<file path="src/rtl/gpu_pkg.sv">
// Shared definitions for the GPU host-link front end: UART FSM states and packet sizing.
package gpu_pkg;

  typedef enum logic [1:0] {
    StIdle,
    StStart,
    StData,
    StStop
  } uart_state_e;

  localparam int unsigned PKT_BYTES_DEF = 60;
  localparam int unsigned IDX_W         = 7;

  function automatic int unsigned clks_per_bit(input int unsigned clk_hz,
                                               input int unsigned baud);
    return clk_hz / baud;
  endfunction

endpackage

</file>
<file path="src/rtl/uart_rx_byte.sv">
// 8N1 byte receiver: 2-flop synchronizer, bit timer, FSM and LSB-first shift register.
// With IA_TIMEOUT_EN defined an extra idle_o output reports the FSM sitting in idle.
module uart_rx_byte
  import gpu_pkg::*;
#(
  parameter int unsigned CLKS_PER_BIT = 217
) (
  input  logic       clk_i,
  input  logic       rst_i,
  input  logic       rx_i,
`ifdef IA_TIMEOUT_EN
  output logic       idle_o,
`endif
  output logic [7:0] byte_o,
  output logic       byte_valid_o,
  output logic       stop_err_o
);

  localparam int unsigned TimerW = $clog2(CLKS_PER_BIT);
  localparam logic [TimerW-1:0] HalfM1 = TimerW'(CLKS_PER_BIT / 2 - 1);
  localparam logic [TimerW-1:0] FullM1 = TimerW'(CLKS_PER_BIT - 1);

  logic              rx_meta_q, rxs_q;
  uart_state_e       state_q, state_d;
  logic [TimerW-1:0] timer_q, timer_d;
  logic [2:0]        bitcnt_q, bitcnt_d;
  logic [7:0]        shift_q, shift_d;

  // Sync flops preset high so reset looks like an idle line.
  always_ff @(posedge clk_i or posedge rst_i) begin
    if (rst_i) begin
      rx_meta_q <= 1'b1;
      rxs_q     <= 1'b1;
      state_q   <= StIdle;
      timer_q   <= '0;
      bitcnt_q  <= '0;
      shift_q   <= '0;
    end else begin
      rx_meta_q <= rx_i;
      rxs_q     <= rx_meta_q;
      state_q   <= state_d;
      timer_q   <= timer_d;
      bitcnt_q  <= bitcnt_d;
      shift_q   <= shift_d;
    end
  end

  always_comb begin
    state_d      = state_q;
    timer_d      = timer_q + TimerW'(1);
    bitcnt_d     = bitcnt_q;
    shift_d      = shift_q;
    byte_valid_o = 1'b0;
    stop_err_o   = 1'b0;
    unique case (state_q)
      StIdle: begin
        timer_d = '0;
        if (!rxs_q) state_d = StStart;
      end
      StStart: begin
        if (timer_q == HalfM1) begin
          timer_d  = '0;
          bitcnt_d = '0;
          state_d  = rxs_q ? StIdle : StData;
        end
      end
      StData: begin
        if (timer_q == FullM1) begin
          timer_d  = '0;
          shift_d  = {rxs_q, shift_q[7:1]};
          bitcnt_d = bitcnt_q + 3'd1;
          if (bitcnt_q == 3'd7) state_d = StStop;
        end
      end
      StStop: begin
        if (timer_q == FullM1) begin
          timer_d      = '0;
          state_d      = StIdle;
          byte_valid_o = rxs_q;
          stop_err_o   = !rxs_q;
        end
      end
      default: state_d = StIdle;
    endcase
  end

  assign byte_o = shift_q;
`ifdef IA_TIMEOUT_EN
  assign idle_o = (state_q == StIdle);
`endif

endmodule

</file>
<file path="src/rtl/ia_uart_rx.sv">
// Host packet receiver: tags each good UART byte with its packet index and flags packet completion.
// Define IA_TIMEOUT_EN to resync the packet index to 0 after a long inter-byte idle.
module ia_uart_rx
  import gpu_pkg::*;
#(
  parameter int unsigned CLK_HZ    = 25_000_000,
  parameter int unsigned BAUD      = 115_200,
  parameter int unsigned PKT_BYTES = PKT_BYTES_DEF
`ifdef IA_TIMEOUT_EN
  ,
  parameter int unsigned TIMEOUT_BITS = 20
`endif
) (
  input  logic             clk,
  input  logic             reset,
  input  logic             rx,
  output logic [7:0]       read_data,
  output logic [IDX_W-1:0] idx,
  output logic             update_reg,
  output logic             pc_ready,
  output logic             frame_err
);

  localparam int unsigned ClksPerBit = clks_per_bit(CLK_HZ, BAUD);

  logic [7:0]       byte_w;
  logic             byte_valid, stop_err;
  logic [IDX_W-1:0] count_q, count_d;
  logic [IDX_W-1:0] idx_q, idx_d;
  logic [7:0]       read_data_q, read_data_d;
  logic             update_q, frame_err_q, pc_pend_q, pc_ready_q;
  logic             last_byte;

`ifdef IA_TIMEOUT_EN
  localparam int unsigned TimeoutCycles = TIMEOUT_BITS * ClksPerBit;
  localparam int unsigned IdleW         = $clog2(TimeoutCycles + 1);

  logic             line_idle, timeout_hit;
  logic [IdleW-1:0] idle_q, idle_d;
`endif

  uart_rx_byte #(
    .CLKS_PER_BIT(ClksPerBit)
  ) u_byte (
    .clk_i       (clk),
    .rst_i       (reset),
    .rx_i        (rx),
`ifdef IA_TIMEOUT_EN
    .idle_o      (line_idle),
`endif
    .byte_o      (byte_w),
    .byte_valid_o(byte_valid),
    .stop_err_o  (stop_err)
  );

`ifdef IA_TIMEOUT_EN
  // Runs only mid-packet; any start edge leaves idle and clears it.
  always_comb begin
    idle_d      = '0;
    timeout_hit = 1'b0;
    if (line_idle && count_q != '0) begin
      if (idle_q == IdleW'(TimeoutCycles - 1)) timeout_hit = 1'b1;
      else idle_d = idle_q + IdleW'(1);
    end
  end

  always_ff @(posedge clk or posedge reset) begin
    if (reset) idle_q <= '0;
    else       idle_q <= idle_d;
  end
`endif

  always_comb begin
    last_byte   = (count_q == IDX_W'(PKT_BYTES - 1));
    count_d     = count_q;
    idx_d       = idx_q;
    read_data_d = read_data_q;
    if (byte_valid) begin
      count_d     = last_byte ? '0 : count_q + IDX_W'(1);
      idx_d       = count_q;
      read_data_d = byte_w;
    end
`ifdef IA_TIMEOUT_EN
    if (timeout_hit) count_d = '0;
`endif
  end

  // pc_ready trails the final update_reg by one cycle so the two never overlap.
  always_ff @(posedge clk or posedge reset) begin
    if (reset) begin
      count_q     <= '0;
      idx_q       <= '0;
      read_data_q <= '0;
      update_q    <= 1'b0;
      frame_err_q <= 1'b0;
      pc_pend_q   <= 1'b0;
      pc_ready_q  <= 1'b0;
    end else begin
      count_q     <= count_d;
      idx_q       <= idx_d;
      read_data_q <= read_data_d;
      update_q    <= byte_valid;
      frame_err_q <= stop_err;
      pc_pend_q   <= byte_valid & last_byte;
      pc_ready_q  <= pc_pend_q;
    end
  end

  assign read_data  = read_data_q;
  assign idx        = idx_q;
  assign update_reg = update_q;
  assign frame_err  = frame_err_q;
  assign pc_ready   = pc_ready_q;

endmodule
</file>
<file path="config.mk">
export PLATFORM = sky130hd
export DESIGN_NAME = ia_uart_rx
export DESIGN_NICKNAME = d
export VERILOG_FILES = /design/src/rtl/gpu_pkg.sv /design/src/rtl/uart_rx_byte.sv /design/src/rtl/ia_uart_rx.sv
export SDC_FILE = /design/constraint.sdc
export NUM_CORES = 1
export LEC_CHECK = 0
export CAP_MARGIN = 20
export CORE_MARGIN = 10
export CORE_UTILIZATION = 55
export CTS_BUF_LIST = sky130_fd_sc_hd__clkbuf_8
export DETAILED_ROUTE_END_ITERATION = 16
export PLACE_DENSITY = 0.84
export SLEW_MARGIN = 20
export SYNTH_ARGS = -nofsm -noshare
export SYNTH_HDL_FRONTEND = slang
export SYNTH_SLANG_ARGS = --single-unit
</file>
<file path="constraint.sdc">
create_clock -name clk -period 2.4 [get_ports clk]
set_input_delay 0.6 -clock clk [delete_from_list [all_inputs] [get_ports clk]]
set_output_delay 0.6 -clock clk [all_outputs]
set_load 0.01 [all_outputs]
</file>
==> impl_metrics.csv <==
group,metric,value,unit
die,fp.dieW,81.8,um
timing,worst_pin_slew,364,ps
grt,overflow,0,
placement,pre_cts_slack,573,ps
worst_setup_path,worstRegToRegCells,8,
yosys,ys.flop_type,"dfrtp_1",
routing,viasPerCell,5.31,
timing,final.setup_skew,8.01,ps
die,die_h,81.8,um
die,die_area,6700,sq um
worst_setup_path,r2r_start,"u_byte.timer_q[0]$_DFF_PP0_",
placement,dp_hpwl,2610,um
clock_tree,hold_buffers,0,
yosys,ys_warn_count,0,
grt,grt_pass1_vias,1396,
yosys,ys_async_sr_fraction,1.00,
timing,relSlewSlack,0.755,
timing,worst_slack,562,ps
routing,drc,0,
yosys,yosysSeqAreaShare,0.584,
layout,area_growth,17.7,%
yosys,synth-edff-count,0,
power_and_ir_drop,p_leak,1.17,nW
routing,drtAntennaViolNets,0,
worst_setup_path,arrival,2080,ps
worst_setup_path,slowest_stage,"dfrtp_1",
clock_tree,clock_sinks,49,
die,rows,22,
routing,drtIter0Drc,91,
yosys,syn_area,2100,sq um
yosys,syn_nets,211,
grt,grt_max_degree,50,
timing,min_period_over_period,0.766,
worst_setup_path,cp_max_fo,13,
clock_tree,ctsResizeCount,0,
layout,final_nets,234,
min_path,holdCritStartpoint,"pc_pend_q$_DFF_PP0_",
clock_tree,htree_levels,2,
placement,routabilityCongestion,0.825,
layout,most-common-layout-cells,"53 x nand2_1, 47 x dfrtp_1, 20 x clkdlybuf4s50_1",
routing,drtPass1Iterations,4,
clock_tree,cts_root_buf,"clkbuf_8",
clock_tree,clkLatencyLatePin,300,ps
placement,place.port_buffers,20,
yosys,ys_ff_latch,49,
die,floorplan.initialDensity,0.570,
yosys,syn_avg_cell_area,10.4,sq um
grt,grtUsageTotal,0.121,
routing,vias,1460,
min_path,hp-class,"reg2reg",
die,io-pin-count,21,
worst_setup_path,critPathKind,"reg2reg",
worst_setup_path,required,2640,ps
timing,hold_violations,0,
worst_setup_path,end_kind,"flop",
layout,layout_commonest_cell,"nand2_1",
grt,antenna_found_initial,0,
layout,drive_gt1_frac,0.137,
die,coreArea,3690,sq um
grt,grt_pass1_wl,6350,um
outcome,outcome,"finished, final reports clean",
clock_tree,postCtsSetupRepairBufs,0,
worst_setup_path,r2r-end,"count_q[1]$_DFFE_PP0P_",
clock_tree,cts_tree,"built",
clock_tree,cts_buffers,5,
routing,wl_per_cell,13.3,um
timing,final.setup.tns,0,ps
routing,routed_wl,3670,um
timing,fin_crit,1840,ps
worst_setup_path,worst_path_largest_cell_delay,420,ps
timing,setup_viol,0,
timing,fmax,544,MHz
worst_setup_path,crit_top_cell,"inv_1",
layout,antenna_cells,0,
clock_tree,path_clk_slew,90,ps
worst_setup_path,ff2ff_setup_slack,560,ps
power_and_ir_drop,vdd_drop_max,440,uV
min_path,hold_path_end,"pc_ready$_DFF_PP0_",
timing,finalMaxSlewViolations,0,
yosys,synthDistinctLibCells,36,
power_and_ir_drop,p_per_area,574,nW/um^2
clock_tree,cts.path.max_buffers,2,
min_path,hold_depth,0,
flow_run,drv_cap,0,
worst_setup_path,path_cells,"inv_1 -> ha_1 -> and4b_2 -> nand4_2 -> inv_1 -> buf_4 -> nand3_1 -> nand2_1",
worst_setup_path,cp-start-kind,"flop",
timing,rsz0062_at_grt,"false",
yosys,netlist_instances,203,
[kinds of logic after synthesis]
logic type                 Yosys count  synth area share
and+or+nand+nor                     93             0.205
muxes                                9            0.0482
DFF                                 49             0.584
buffers and inverters               18            0.0375
xor gates and xnor gates             7            0.0291
adders and majority gates            5            0.0297
AOI/OAI and AO/OA                   22            0.0666
[through the flow]
step	area (sq um)	total power [mW]	hold slack [ps]	cells	util
floorplan	2100	0.859	331	203	-
global placement	2360	0.871	335	267	0.641
detailed placement	2360	0.871	348	267	0.641
CTS	2480	1.44	360	275	0.671
global route	2480	1.47	360	275	0.671
finish	2480	1.42	356	275	0.671
[worst max path at each step]
| stage | to | depth (start not counted) | slack, ps | from |
|---|---|---|---|---|
| floorplan | asynchronous set/reset pin | 1 | 630 | reset |
| global placement | count_q[1]$_DFFE_PP0P_ | 8 | 600 | u_byte.timer_q[0]$_DFF_PP0_ |
| detailed placement | u_byte.bitcnt_q[0]$_DFFE_PP0P_ | 5 | 570 | u_byte.timer_q[0]$_DFF_PP0_ |
| CTS | count_q[5]$_DFFE_PP0P_ | 6 | 550 | u_byte.timer_q[0]$_DFF_PP0_ |
| global route | count_q[1]$_DFFE_PP0P_ | 8 | 390 | u_byte.timer_q[0]$_DFF_PP0_ |
| finish | count_q[1]$_DFFE_PP0P_ | 8 | 560 | u_byte.timer_q[0]$_DFF_PP0_ |
[worst max-delay path: cells and delay by family (launching register included)]
kind / cells / cell delay, ps
AND/OR/NAND/NOR: 4 / 670
flip-flops: 1 / 420
adder cells (fa/ha/maj): 1 / 150
buffers and inverters: 3 / 530
[area by class of cell]
class                   count  area, sq um
flip-flops and latches     49         1230
fillers                   302         1210
clock buffers               5         68.8
inverters                  10         37.5
well taps                  48         60.1
repair buffers             24          243
multi-input cells         136          796
clock inverters             3         42.5
[Yosys cell counts, types with 2 or more instances]
library cell,number,area [sq um]
nand2_1,53,199
dfrtp_1,47,1180
nor2_1,13,48.8
inv_1,10,37.5
mux2_2,9,101
o21ai_0,8,40.0
nand3_1,7,35.0
a21oi_1,6,30.0
ha_1,5,62.6
xnor2_1,4,35.0
buf_2,3,15.0
clkbuf_1,3,11.3
nor3_1,3,15.0
or3_1,3,18.8
or4_1,3,22.5
xor2_1,3,26.3
a22o_1,2,17.5
buf_4,2,15.0
dfstp_2,2,52.6
[metal layers]
metal,part of all wire,GRT usage
met3,0.054,0.0404
met1,0.44,0.147
met5,0,0
met4,0.018,0.0476
met2,0.48,0.194
[where the power goes]
| part | internal (mW) | switching [mW] |
|---|---|---|
| registers | 0.828 | 0.00174 |
| logic | 0.00701 | 0.0167 |
| clock network | 0.308 | 0.259 |
Note: power is estimated with default switching activity, not from simulation.
